File: src/rtl/clk_pkg.sv
`default_nettype none
// +------------------------------------------------------------------+
// | clk_pkg: clock-ratio constants shared by pixel divider and DVI   |
// | serializer.  Revision: 1.0                                       |
// +------------------------------------------------------------------+
package clk_pkg;

  localparam int DEFAULT_PXL_DIV = 5;
  // Serial clocks per pixel clock; the serializer loads one symbol per pixel.
  localparam int SER_PER_PXL     = DEFAULT_PXL_DIV;

  function automatic int ceil_half(input int n);
    return (n + 1) / 2;
  endfunction

endpackage
`default_nettype wire

File: src/rtl/mod_counter.sv
`default_nettype none
// +------------------------------------------------------------------+
// | mod_counter: mod-N up counter, async reset to N-1, enable, wrap. |
// | Revision: 1.0                                                    |
// +------------------------------------------------------------------+
module mod_counter #(
  parameter  int N = 5,
  localparam int W = (N > 1) ? $clog2(N) : 1
) (
  input  logic         clk,
  input  logic         rst,
  input  logic         en,
  output logic [W-1:0] cnt,
  output logic [W-1:0] cnt_nxt,
  output logic         wrap
);

  localparam logic [W-1:0] LAST = W'(N - 1);

  // Any out-of-range value is treated as the last state, so it recovers to 0.
  always_comb begin
    wrap    = (cnt >= LAST);
    cnt_nxt = wrap ? '0 : cnt + W'(1);
  end

  always_ff @(posedge clk or posedge rst) begin
    if (rst)
      cnt <= LAST;
    else if (en)
      cnt <= cnt_nxt;
  end

endmodule
`default_nettype wire

File: src/rtl/pxl_clk_div.sv
`default_nettype none
// +------------------------------------------------------------------+
// | pxl_clk_div: integer pixel-clock divider with phase tick/count.  |
// | Optional macro DUTY50_EN: exact 50% duty for odd DIV.            |
// | Revision: 1.0                                                    |
// +------------------------------------------------------------------+
module pxl_clk_div
  import clk_pkg::*;
#(
  parameter  int DIV = DEFAULT_PXL_DIV,
  localparam int CW  = $clog2(DIV)
) (
  input  logic          clki,
  input  logic          rst,
  input  logic          en,
  output logic          clko,
  output logic          tick,
  output logic [CW-1:0] phase
);

  if (DIV < 2 || DIV > 256) begin : g_bad_div
    $error("pxl_clk_div: DIV=%0d outside legal range 2..256", DIV);
  end

`ifdef DUTY50_EN
  localparam bit DUTY50 = (DIV % 2) == 1;
`else
  localparam bit DUTY50 = 1'b0;
`endif

  localparam logic [CW-1:0] H_V = CW'(ceil_half(DIV));
  localparam logic [CW-1:0] L_V = CW'((DIV - 1) / 2);

  logic [CW-1:0] cnt_nxt;
  logic          wrap;

  mod_counter #(.N(DIV)) u_cnt (
    .clk     (clki),
    .rst     (rst),
    .en      (en),
    .cnt     (phase),
    .cnt_nxt (cnt_nxt),
    .wrap    (wrap)
  );

  // The next count is 0 exactly when the counter wraps.
  always_ff @(posedge clki or posedge rst) begin
    if (rst)
      tick <= 1'b0;
    else
      tick <= en & wrap;
  end

  if (DUTY50) begin : g_duty50
    logic pos_q;
    logic neg_q;

    always_ff @(posedge clki or posedge rst) begin
      if (rst)
        pos_q <= 1'b0;
      else if (en)
        pos_q <= (cnt_nxt < L_V);
    end

    // Half-cycle delayed copy stretches the high time by half a period.
    always_ff @(negedge clki or posedge rst) begin
      if (rst)
        neg_q <= 1'b0;
      else if (en)
        neg_q <= pos_q;
    end

    assign clko = pos_q | neg_q;
  end else begin : g_std
    logic clk_q;

    always_ff @(posedge clki or posedge rst) begin
      if (rst)
        clk_q <= 1'b0;
      else if (en)
        clk_q <= (cnt_nxt < H_V);
    end

    assign clko = clk_q;
  end

endmodule
`default_nettype wire

File: config.mk
export PLATFORM = sky130hd
export DESIGN_NAME = pxl_clk_div
export DESIGN_NICKNAME = d
export VERILOG_FILES = /design/src/rtl/clk_pkg.sv /design/src/rtl/mod_counter.sv /design/src/rtl/pxl_clk_div.sv
export SDC_FILE = /design/constraint.sdc
export NUM_CORES = 1
export LEC_CHECK = 0
export CORE_AREA = 2 2 39 41
export CTS_BUF_LIST = sky130_fd_sc_hd__clkbuf_4 sky130_fd_sc_hd__clkbuf_8 sky130_fd_sc_hd__clkbuf_16
export CTS_CLUSTER_DIAMETER = 200
export CTS_CLUSTER_SIZE = 12
export DETAILED_ROUTE_END_ITERATION = 6
export DIE_AREA = 0 0 41 43
export SLEW_MARGIN = 20
export SYNTH_ARGS = -nofsm -noshare
export SYNTH_HDL_FRONTEND = slang
export SYNTH_SLANG_ARGS = --single-unit
File: constraint.sdc
create_clock -name clki -period 1.26 [get_ports clki]
set_input_delay 0.378 -clock clki [delete_from_list [all_inputs] [get_ports clki]]
set_output_delay 0.378 -clock clki [all_outputs]
set_load 0.01 [all_outputs]
# Word-level counts from Yosys, hierarchy flattened
# Cells that the tools add are included.
# word_totals
register_bits,5
latch_bits,0
ramBits,0
rom_bits,0
out_inout_bits,5
word_cells,8
memories,0
# op_classes
n_addsub,1
mul,0
n_div,0
magnitude_cmp,2
eq_ne,0
shift,0
n_mux,1
n_bitwise,1
n_reduce_logical,0
# ops
operator,n
adder 3 x 1 -> 3 bit (second input constant),1
>= comparator 3 bit (second input constant),1
< comparator 3 x 2 -> 1 bit (second input constant),1
two-way mux 3 bit,1
AND 1 bit,1

# Depth between registers and ports, before layout
# logic_depth
ltp_word,3
mapped_depth,4
mapped_depth_nobuf,4

# Modules after synthesis
# A second synthesis with hierarchy kept.
# unflattened
hier_cells,21
hier_area_um2,246.5
# modules_own_cells
module,n_inst,cells_each,area_per_inst_um2,seq_area_each_um2
mod_counter,1,15,166.4,76.3
pxl_clk_div,1,6,80.1,50.0

# Least setup slack after synthesis
# OpenSTA, ideal clock, no wires.
# synth_timing
path_type,register to register
start,register u_cnt.cnt[0]
end,register g_std.clk_q (netlist: clko)
arrival_time_ps,1086
required_ps,1134
path_slack_ps,48
stages_incl_launch_ff,5
path_buffers,0
synth_period_minus_slack_ps,1212
path_cell_list,dfrtp_1 > inv_1 > ha_1 > nand2b_1 > a221o_1
# synth_between
elab_chain_len,3
elab_cells_between_ends,4
cone_classes,add/sub (1); order compare (2); mux (1)
# synth_rtl
element,line_no,text
from (decl),mod_counter.sv:13,"output logic [W-1:0] cnt,"
from (signal assigned),mod_counter.sv:30,cnt <= cnt_nxt;
adder 3 x 1 -> 3 bit or >= comparator 3 bit (tied branches),"mod_counter.sv:23, mod_counter.sv:22",
two-way mux 3 bit *,mod_counter.sv:23,cnt_nxt = wrap ? '0 : cnt + W'(1);
< comparator 3 x 2 -> 1 bit *,pxl_clk_div.sv:81,clk_q <= (cnt_nxt < H_V);
to (signal assigned),pxl_clk_div.sv:81,
to (decl),pxl_clk_div.sv:75,logic clk_q;
# Mark *: on every way between the ends. The rest lies on a longest branch, timed or not.
# A chain may end at the register's enable or synchronous reset.

# Worst setup path in the final report
# layout_timing
start,register u_cnt.cnt[2]
end,output phase[2]
# layout_rtl
element,line_no,text
to (decl),pxl_clk_div.sv:18,output logic [CW-1:0] phase
# No word-level cell between the ends.

==> impl_metrics.json <==
{
  "finalNetCount": 42,
  "slowest_delay_ps": 530,
  "yosysWarnings": 0,
  "critical_path_arrival_ps": 870,
  "finalMaxSlewViolations": 0,
  "power_mw": 0.788,
  "synth.distinct_cells": 13,
  "grt_pass1_wl_um": 724,
  "crit_buf_inv": 1,
  "slowest_stage": "dfstp_2",
  "antenna_cells": 0,
  "cts_tree": "built",
  "grt.total_usage_pct": 6.65,
  "cts_buffers": 3,
  "port_buffers": 7,
  "fin_area_um2": 380,
  "timing.fmax_ghz": 0.804,
  "final_antenna_net_count": 0,
  "die_h_um": 43,
  "crit_fanout": 2,
  "fin_crit_ps": 1240,
  "io_pins": 8,
  "num_rows": 14,
  "initial_utilization_pct": 17.1,
  "grt_max_degree": 8,
  "slew_headroom_pct": 86.2,
  "die_w_um": 41,
  "wirelength_um": 476,
  "startpoint_type": "flop",
  "crit_path_end_kind": "output pin",
  "tightest_slew_ps": 206,
  "dr.pass1.iters": 1,
  "syn_inst": 21,
  "wl_met2_um": 216,
  "drv_cap": 0,
  "clk_pin_slew_ps": 50,
  "coreArea_mm2": 0.00138,
  "finClkSkew_ps": 1.99,
  "drive_gt1_share_pct": 36.1,
  "grt_antenna_before_repair": 0,
  "met3_length_um": 44,
  "post_drt_wl_per_cell_um": 9.15,
  "grt_pass1_vias": 176,
  "wl_met1_um": 215,
  "crit_type": "reg2out",
  "hp-class": "in2async",
  "die-area_mm2": 0.00176,
  "period_share_pct": 98.8,
  "layout_common_cells": "inv_1, clkbuf_4, dfrtp_1, buf_4",
  "setup_viol": 0,
  "root_buffer": "clkbuf_4",
  "layout.cells.non_filler": 52,
  "hold_violations": 0,
  "area.growth.synth_to_final_pct": 60.8,
  "status": "completed",
  "clock_path_buffers": 2,
  "grt-ovfl-total": 0,
  "drc": 0,
  "syn_nets": 26,
  "syn_area_per_cell_um2": 11.3,
  "fillers": 161,
  "crit_chain": "buf_6",
  "rsz0062_at_grt": "true",
  "synthesis.area_um2": 236,
  "required_ps": 880,
  "seq_area_frac_synth_pct": 53.4,
  "gp_congestion": 0.731,
  "clkSinkCount": 5,
  "worst-path-stages": 1,
  "yosys_register_bits": 5,
  "crit_family": "flip-flops",
  "placed_area_um2": 349,
  "leakagePower_nw": 0.198,
  "dpl.cell_count": 47,
  "dr.max_layer_used": "met3",
  "ff2ff_path_depth": 4,
  "clock_latency_ps": 240,
  "power_density_mw_per_mm2": 2070,
  "vias": 189,
  "vdd_ir_drop_max_mv": 0.495,
  "htree_levels": 1,
  "place_hpwl_um": 331,
  "drtIter0Drc": 0,
  "routed_via_density": 3.63
}
-- per-stage QoR --
stage / setup TNS, ps / hold WS (ps) / utilization, % / setup slack [ps]
floorplan: 0 / 156 / - / 47.9
global placement: -710 / 503 / 25.2 / -234
detailed placement: -761 / 505 / 25.2 / -249
CTS: 0 / 344 / 28.0 / 1.94
global route: -8.95 / 353 / 27.5 / -8.95
finish: 0 / 347 / 27.5 / 15.7
-- cell usage after synthesis --
cell      instances  area, µm²
nand2b_1          1       6.26
and2_2            1       7.51
ha_1              2       25.0
nand2_1           1       3.75
dfrtp_1           4        100
a221o_1           1       10.0
dfstp_2           1       26.3
nand3b_1          1       7.51
o21ai_0           2       10.0
inv_1             4       15.0
or3b_1            1       8.76
nor2b_1           1       6.26
mux2i_1           1       10.0
-- flip-flops by register name, summed over array words and instances (netlist names) --
signal     flops
tick           1
u_cnt.cnt      3
clko           1
-- worst paths after layout --
path | to | start | slack (ps)
worst max-delay path | phase[2] | u_cnt.cnt[2] | 20
worst min-delay path | u_cnt.cnt[1] | rst | 350
worst max register to register | clko | u_cnt.cnt[1] | 80
worst min register to register | clko | clko | 510
max in group asynchronous | u_cnt.cnt[2] | rst | 670
min in group clki | u_cnt.cnt[0] | en | 480
-- logic make-up (layout without fill, tap and decap cells) --
family | after synthesis | after routing | share of synthesized area (%)
buffers and inverters | 4 | 19 | 6.35
and+or+nand+nor | 6 | 6 | 16.9
AOI/OAI and AO/OA | 3 | 3 | 8.47
adders and majority gates | 2 | 2 | 10.6
muxes | 1 | 1 | 4.23
DFF | 5 | 5 | 53.4
-- layout make-up --
class | instances | area, µm² | area share (%)
Multi-Input combinational cell | 12 | 95.1 | 25.0
Sequential cell | 5 | 126 | 33.2
Tap cell | 16 | 20.0 | 5.26
Timing Repair Buffer | 11 | 93.8 | 24.7
Clock buffer | 4 | 30.0 | 7.89
Inverter | 4 | 15.0 | 3.95
-- timing repair --
item / 4_1_cts / 5_1_grt
buffers inserted: 1 / 0
resized for setup: 13 / 4
pin swaps: 0 / 0
setup endpoints to repair: 5 / 6
hold buffers: 0 / 0
-- where the power goes --
part	switching (mW)	internal (mW)	leakage, nW
Clock	0.0663	0.141	0.0184
Sequential	0.0364	0.225	0.0602
Combinational	0.141	0.178	0.119
-- layer usage --
metal | vias to the layer above | GRT usage [%]
li1 | 98 | -
met1 | 84 | 8.47
met2 | 7 | 7.81
met3 | 0 | 3.14
met4 | 0 | 6.00
met5 | - | 0
Note: power is estimated with default switching activity, not from simulation.
